File: src/rtl/conv_window_fetch_ctrl_pkg.sv
// cnn_mem_pkg: shared types and bus defaults for the convolution fetch path and memory arbiter
//   fetch_state_t : sequencer states
//   DEF_*         : default bus/dimension widths shared with the arbiter
//   KERNEL_K      : default kernel side
//   cnt_width()   : counter width for values 0..n-1, never zero
package cnn_mem_pkg;
    localparam int DEF_ADDR_WIDTH = 16;
    localparam int DEF_DATA_WIDTH = 32;
    localparam int DEF_DIM_WIDTH  = 8;
    localparam int KERNEL_K       = 3;
    typedef enum logic [2:0] {IDLE, FETCH, GAP, PRESENT, DONE} fetch_state_t;
    function automatic int cnt_width(input int n);
        return (n > 1) ? $clog2(n) : 1;
    endfunction
endpackage

File: src/rtl/conv_window_fetch_ctrl_if.sv
// conv_window_fetch_ctrl_if: single arbiter port, one outstanding request (sel/w/ready handshake)
//   sel   : request held until ready
//   w     : write enable
//   addr  : word address, stable while sel is high
//   rdata : read data, valid in the ready cycle
//   ready : request serviced this cycle
interface conv_window_fetch_ctrl_if import cnn_mem_pkg::*; #(
    parameter int ADDR_WIDTH = DEF_ADDR_WIDTH,
    parameter int DATA_WIDTH = DEF_DATA_WIDTH
);
    logic                  sel;
    logic                  w;
    logic [ADDR_WIDTH-1:0] addr;
    logic [DATA_WIDTH-1:0] rdata;
    logic                  ready;
    modport master (output sel, w, addr, input rdata, ready);
    modport slave  (input sel, w, addr, output rdata, ready);
endinterface

File: src/rtl/conv_window_fetch_ctrl_addr_gen.sv
// window_addr_gen: window origin and in-window offset counters plus word address computation
//   clear    : restart scan at window (0,0), offset (0,0)
//   step_k   : advance offset, kc fastest, wrapping to (0,0) after the last slot
//   step_win : advance window origin in raster order
//   addr     : base + (row+kr)*img_w + (col+kc), modulo 2^ADDR_WIDTH
//   slot     : kr*K+kc
//   k_zero   : offset is (0,0)
//   last_win : origin is the final window
module window_addr_gen import cnn_mem_pkg::*; #(
    parameter int ADDR_WIDTH = DEF_ADDR_WIDTH,
    parameter int DIM_WIDTH  = DEF_DIM_WIDTH,
    parameter int K          = KERNEL_K,
    parameter int SW         = cnt_width(K * K)
) (
    input  logic                  clk,
    input  logic                  rst,
    input  logic                  clear,
    input  logic                  step_k,
    input  logic                  step_win,
    input  logic [ADDR_WIDTH-1:0] base,
    input  logic [DIM_WIDTH-1:0]  img_w,
    input  logic [DIM_WIDTH-1:0]  img_h,
    output logic [ADDR_WIDTH-1:0] addr,
    output logic [SW-1:0]         slot,
    output logic [DIM_WIDTH-1:0]  row,
    output logic [DIM_WIDTH-1:0]  col,
    output logic                  k_zero,
    output logic                  last_win
);
    localparam int KW = cnt_width(K);
    logic [KW-1:0] kr, kc;
    logic last_col, last_row, last_kc, last_kr;
    assign last_col = col == img_w - DIM_WIDTH'(K);
    assign last_row = row == img_h - DIM_WIDTH'(K);
    assign last_kc  = kc == KW'(K - 1);
    assign last_kr  = kr == KW'(K - 1);
    assign last_win = last_col && last_row;
    assign k_zero   = kr == '0 && kc == '0;
    assign slot     = SW'(kr) * SW'(K) + SW'(kc);
    assign addr     = base + (ADDR_WIDTH'(row) + ADDR_WIDTH'(kr)) * ADDR_WIDTH'(img_w)
                    + ADDR_WIDTH'(col) + ADDR_WIDTH'(kc);
    always_ff @(posedge clk) begin
        if (rst || clear) begin
            row <= '0;
            col <= '0;
            kr  <= '0;
            kc  <= '0;
        end else begin
            if (step_k) begin
                kc <= last_kc ? '0 : kc + 1'b1;
                kr <= last_kc ? (last_kr ? '0 : kr + 1'b1) : kr;
            end
            if (step_win) begin
                col <= last_col ? '0 : col + 1'b1;
                row <= last_col ? row + 1'b1 : row;
            end
        end
    end
endmodule

File: src/rtl/conv_window_fetch_ctrl.sv
// conv_window_fetch_ctrl: walks a KxK window over a row-major image, fetching each window word by word
//   clk, rst                  : clock, synchronous active-high reset
//   start                     : latch base_addr/img_w/img_h and begin scan (ignored while busy)
//   busy, done                : scan in progress, one-cycle completion pulse
//   mem                       : read-only arbiter port
//   win_data/win_row/win_col  : packed window and its output position
//   win_valid, win_ready      : window handshake to the PE array
module conv_window_fetch_ctrl import cnn_mem_pkg::*; #(
    parameter int ADDR_WIDTH = DEF_ADDR_WIDTH,
    parameter int DATA_WIDTH = DEF_DATA_WIDTH,
    parameter int K          = KERNEL_K,
    parameter int DIM_WIDTH  = DEF_DIM_WIDTH
) (
    input  logic                    clk,
    input  logic                    rst,
    input  logic                    start,
    input  logic [ADDR_WIDTH-1:0]   base_addr,
    input  logic [DIM_WIDTH-1:0]    img_w,
    input  logic [DIM_WIDTH-1:0]    img_h,
    output logic                    busy,
    output logic                    done,
    conv_window_fetch_ctrl_if.master mem,
    output logic [K*K*DATA_WIDTH-1:0] win_data,
    output logic [DIM_WIDTH-1:0]    win_row,
    output logic [DIM_WIDTH-1:0]    win_col,
    output logic                    win_valid,
    input  logic                    win_ready
);
    localparam int SW = cnt_width(K * K);
    fetch_state_t state, state_nx;
    logic [ADDR_WIDTH-1:0] base_q;
    logic [DIM_WIDTH-1:0]  w_q, h_q;
    logic [DATA_WIDTH-1:0] slots [K*K];
    logic [SW-1:0]         slot;
    logic go, too_small, fire, accept, k_zero, last_win;
    assign go        = state == IDLE && start;
    assign too_small = img_w < DIM_WIDTH'(K) || img_h < DIM_WIDTH'(K);
    assign fire      = state == FETCH && mem.ready;
    assign accept    = state == PRESENT && win_ready;
    window_addr_gen #(
        .ADDR_WIDTH(ADDR_WIDTH),
        .DIM_WIDTH (DIM_WIDTH),
        .K         (K),
        .SW        (SW)
    ) u_addr (
        .clk     (clk),
        .rst     (rst),
        .clear   (go),
        .step_k  (fire),
        .step_win(accept),
        .base    (base_q),
        .img_w   (w_q),
        .img_h   (h_q),
        .addr    (mem.addr),
        .slot    (slot),
        .row     (win_row),
        .col     (win_col),
        .k_zero  (k_zero),
        .last_win(last_win)
    );
    always_ff @(posedge clk) begin
        if (rst) state <= IDLE;
        else     state <= state_nx;
    end
    // GAP follows every capture; offset back at (0,0) there means the last slot was just filled
    always_comb begin
        state_nx = state;
        unique case (state)
            IDLE:    if (start) state_nx = too_small ? DONE : FETCH;
            FETCH:   if (mem.ready) state_nx = GAP;
            GAP:     state_nx = k_zero ? PRESENT : FETCH;
            PRESENT: if (win_ready) state_nx = last_win ? DONE : FETCH;
            DONE:    state_nx = IDLE;
            default: state_nx = IDLE;
        endcase
    end
    always_comb begin
        busy      = state != IDLE;
        done      = state == DONE;
        mem.sel   = state == FETCH;
        mem.w     = 1'b0;
        win_valid = state == PRESENT;
    end
    always_ff @(posedge clk) begin
        if (rst) begin
            base_q <= '0;
            w_q    <= '0;
            h_q    <= '0;
        end else if (go) begin
            base_q <= base_addr;
            w_q    <= img_w;
            h_q    <= img_h;
        end
    end
    always_ff @(posedge clk) begin
        if (rst)       slots <= '{default: '0};
        else if (fire) slots[slot] <= mem.rdata;
    end
    for (genvar i = 0; i < K * K; i++) begin : g_pack
        assign win_data[i*DATA_WIDTH +: DATA_WIDTH] = slots[i];
    end
endmodule

File: src/flat_wrapper.sv
// flat-port wrapper written by rule: the top's interface ports become plain ports
module conv_window_fetch_ctrl_flat import cnn_mem_pkg::*;
#(
    parameter int ADDR_WIDTH = DEF_ADDR_WIDTH,
    parameter int DATA_WIDTH = DEF_DATA_WIDTH,
    parameter int K          = KERNEL_K,
    parameter int DIM_WIDTH  = DEF_DIM_WIDTH
)
  (clk, rst, start, base_addr, img_w, img_h, busy, done, win_data, win_row, win_col, win_valid, win_ready, mem_sel, mem_w, mem_addr, mem_rdata, mem_ready);
  conv_window_fetch_ctrl_if #(.ADDR_WIDTH(ADDR_WIDTH), .DATA_WIDTH(DATA_WIDTH)) mem_i ();
  input  logic clk;
  input  logic rst;
  input  logic start;
  input  logic [ADDR_WIDTH-1:0] base_addr;
  input  logic [DIM_WIDTH-1:0] img_w;
  input  logic [DIM_WIDTH-1:0] img_h;
  output logic busy;
  output logic done;
  output logic [K*K*DATA_WIDTH-1:0] win_data;
  output logic [DIM_WIDTH-1:0] win_row;
  output logic [DIM_WIDTH-1:0] win_col;
  output logic win_valid;
  input  logic win_ready;
  output wire logic [$bits(mem_i.sel)-1:0] mem_sel;
  output wire logic [$bits(mem_i.w)-1:0] mem_w;
  output wire logic [$bits(mem_i.addr)-1:0] mem_addr;
  input wire logic [$bits(mem_i.rdata)-1:0] mem_rdata;
  input wire logic [$bits(mem_i.ready)-1:0] mem_ready;
  assign mem_sel = mem_i.sel;
  assign mem_w = mem_i.w;
  assign mem_addr = mem_i.addr;
  assign mem_i.rdata = mem_rdata;
  assign mem_i.ready = mem_ready;
  conv_window_fetch_ctrl #(.ADDR_WIDTH(ADDR_WIDTH), .DATA_WIDTH(DATA_WIDTH), .K(K), .DIM_WIDTH(DIM_WIDTH)) u_core (.clk(clk), .rst(rst), .start(start), .base_addr(base_addr), .img_w(img_w), .img_h(img_h), .busy(busy), .done(done), .mem(mem_i), .win_data(win_data), .win_row(win_row), .win_col(win_col), .win_valid(win_valid), .win_ready(win_ready));
endmodule
File: config.mk
export PLATFORM = sky130hd
export DESIGN_NAME = conv_window_fetch_ctrl_flat
export DESIGN_NICKNAME = d
export VERILOG_FILES = /design/src/rtl/conv_window_fetch_ctrl_pkg.sv /design/src/rtl/conv_window_fetch_ctrl_if.sv /design/src/rtl/conv_window_fetch_ctrl_addr_gen.sv /design/src/rtl/conv_window_fetch_ctrl.sv /design/src/flat_wrapper.sv
export SDC_FILE = /design/constraint.sdc
export NUM_CORES = 1
export LEC_CHECK = 0
export CAP_MARGIN = 15
export CORE_MARGIN = 3
export CORE_UTILIZATION = 50
export CTS_BUF_LIST = sky130_fd_sc_hd__clkbuf_16
export DETAILED_ROUTE_END_ITERATION = 16
export DONT_BUFFER_PORTS = 1
export HOLD_SLACK_MARGIN = 0.06
export PLACE_DENSITY_LB_ADDON = 0.05
export SLEW_MARGIN = 10
export SYNTH_ARGS = -nofsm -noshare
export SYNTH_HDL_FRONTEND = slang
export SYNTH_SLANG_ARGS = --single-unit
File: constraint.sdc
create_clock -name clk -period 16.9 [get_ports clk]
set_input_delay 1.69 -clock clk [delete_from_list [all_inputs] [get_ports clk]]
set_output_delay 1.69 -clock clk [all_outputs]
set_load 0.05 [all_outputs]
==> results.cfg <==
[route]
ant_nets = 0
drtIter0Drc = 828
drc = 0
drt_wl_total_um = 50400
wire_per_inst_um = 21.51
vias_per_cell = 5.566
via_count = 13040
dr.pass1.iters = 5

[clock_tree]
cts_setup_buffers = 0
cts_resized = 0
numClockSinks = 343
cts_tree = built
htree_levels = 2
cts_buffers = 37
clk_latency_ps = 540
clkSlewWorstSetupHoldPaths_ps = 60
clockBufferDepth = 3
cts_hold_buf = 0
cts_root_buf = clkbuf_16

[final_layout]
final_common_cell = nand2_1
multi_input_area_sq_um = 8295
n_fill_cell = 2922
final_nets = 2107
seq_area_sq_um = 6867
design_area_sq_um = 17290
layout-drive-gt1-share = 0.04733
area.growth.synth_to_final_pct = 7.837
final_cell_mix = 698 x nand2_1, 343 x dfxtp_1, 338 x a21oi_1

[sta]
worst_pin_slew_ps = 1198
min_period_over_period = 0.5418
setup_viol = 0
holdWs_ps = 457.3
max_slew_margin = 0.1979
hold_viol_final = 0
slew_viol_final = 0
final.min_clock_period_ps = 9157
rsz0062_at_grt = no
setup_tns_ps = 0
final.setup_skew_ps = 10.49
fmax_mhz = 109.2

[floorplan]
boundaryPins = 394
die_h_um = 185.1
initial_core_util = 0.5159
core_sq_um = 31070
rows = 64
die-area_sq_um = 34250
die_w_um = 185.1

[synth]
synthCells = 2020
synth.top_cell.area_share = 0.4283
synthFlopType = dfxtp_1
synth_async_sr_flop_share = 0
ys_types = 56
yosys_register_bits = 343
seq_area_frac_synth = 0.4283
yosysTopAreaCell = dfxtp_1
avgSynthCellArea_sq_um = 7.936
netlist_top_cells_area = dfxtp_1 43%, nand2_1 16%, a21oi_1 11%
yosysWarnings = 0
synth_area_sq_um = 16030
synth_edf_count = 0
synthesis.nets = 2209

[critical_path]
path_cells = ha_1 -> a21o_1 -> nand4_1 -> xnor2_1 -> nand2_1 -> fa_1 -> inv_1 -> fa_1 -> inv_1 -> fa_1 -> inv_1 -> fa_1 -> inv_1 -> fa_1 -> inv_1 -> ha_1 -> a2111oi_0 -> a21oi_1 -> a31oi_1 -> o21ai_0 -> a221oi_1 -> xnor2_1 -> buf_4
cp_max_fo = 8
worstReg2RegStart = u_core.state[0]
max_stage_delay_ps = 770
cp-start-kind = flip-flop
cp_data_required_time_ps = 15210
cp.arrival_ps = 7470
crit_start = u_core.u_addr.row[0]
path_class = reg2out
cpMaxStageDelayCell = dfxtp_1
crit_buf_inv = 6
crit_family = adder cells
cp-end-kind = output pin

[power]
p_per_area_nw_per_um2 = 107.0
ir_drop_mv = 0.07017
p_leak_nw = 6.433

[placed_design]
gp_congestion = 0.8537
hpwl_um = 34870
io_buffers = 0
placed_area_sq_um = 16120

[grt]
grt_overflow = 0
grt_max_degree = 327
antenna_found_initial = 3
track_usage = 0.2831
grt_pass1_vias = 12480
grt_pass1_wl_um = 75620

[outcome]
outcome = completed

[hold_path]
worstHoldStart = u_core.base_q[8]
hold_class = reg2reg

[job]
max-cap-violations = 0
[final cells by class]
type / instances / share of cell area
antenna: 3 / 0.0004343
clock buffer: 37 / 0.05356
clock inverter: 28 / 0.01332
inverter: 86 / 0.01867
multi-input combinational: 1431 / 0.4799
sequential: 343 / 0.3972
tap: 396 / 0.02866
timing repair buffer: 19 / 0.008251
[worst paths after layout]
kind	cells past startpoint	slack (ps)	endpoint
setup reg to reg	7	12940	u_core.win_data[35]
hold / removal	2	460	u_core.base_q[8]
setup / recovery	23	7740	mem_addr[15]
hold reg to reg	2	460	u_core.base_q[8]
[per-stage QoR]
step | util | cells | setup WS [ps] | power [mW]
6_report | 0.5564 | 2343 | 7743 | 1.850
5_1_grt | 0.5564 | 2343 | 7157 | 1.915
4_1_cts | 0.5561 | 2340 | 7763 | 1.861
3_3_place_gp | 0.5187 | 2274 | 8267 | 1.085
2_1_floorplan | - | 2020 | 8939 | 1.062
3_5_place_dp | 0.5189 | 2275 | 8338 | 1.089
[synthesized netlist by cell type, types with 3 or more instances]
cell type,count
or3_1,3
a211oi_1,7
and2_1,48
nor3_1,9
nand2_1,698
buf_2,5
nor2_1,28
mux2i_1,4
nor3b_1,8
o211ai_1,5
inv_1,85
nor4_1,8
xnor2_1,40
a21o_1,3
a31oi_1,3
and3_1,3
nand3_1,9
xor2_1,12
a2111oi_0,5
nand4_1,10
or4_1,11
fa_1,66
nand3b_1,5
dfxtp_1,343
o21ai_0,11
a21oi_1,338
nor2b_1,3
nand2b_1,5
ha_1,54
o21bai_1,3
clkbuf_1,153
nand4b_1,3
o31ai_1,3
[flip-flops by register name (all words and copies together), names as in the netlist]
register           count
u_core.win_data      288
u_core.u_addr.row      8
u_core.u_addr.col      8
u_core.state           3
u_core.w_q             8
u_core.base_q         16
u_core.h_q             8
u_core.u_addr.kc       2
u_core.u_addr.kr       2
[worst min-delay path, stage by stage (launching register included)]
cell	delay, ps
dfxtp_1	310
nand2_1	50
a21oi_1	50
[routing by layer]
layer  up-vias  global-route usage  wire length, um
met3       104              0.1070             5127
li1       6283                   -                -
met2       489              0.4674            23980
met5         -                   0                0
met1      6165              0.3401            19390
met4         0             0.09844             1896
[logic make-up after synthesis]
family | share of synthesized area
mux | 0.003200
other cells | 0.0002339
xor+xnor | 0.02841
flops | 0.4283
simple gates | 0.2252
buf+inv | 0.05830
compound gates | 0.1318
fa+ha+maj | 0.1246
[power by group]
group	switching, mW	internal [mW]
registers	0.0632	0.830
logic	0.124	0.0554
clock network	0.343	0.434
total	0.530	1.32
Note: power is estimated with default switching activity, not from simulation.
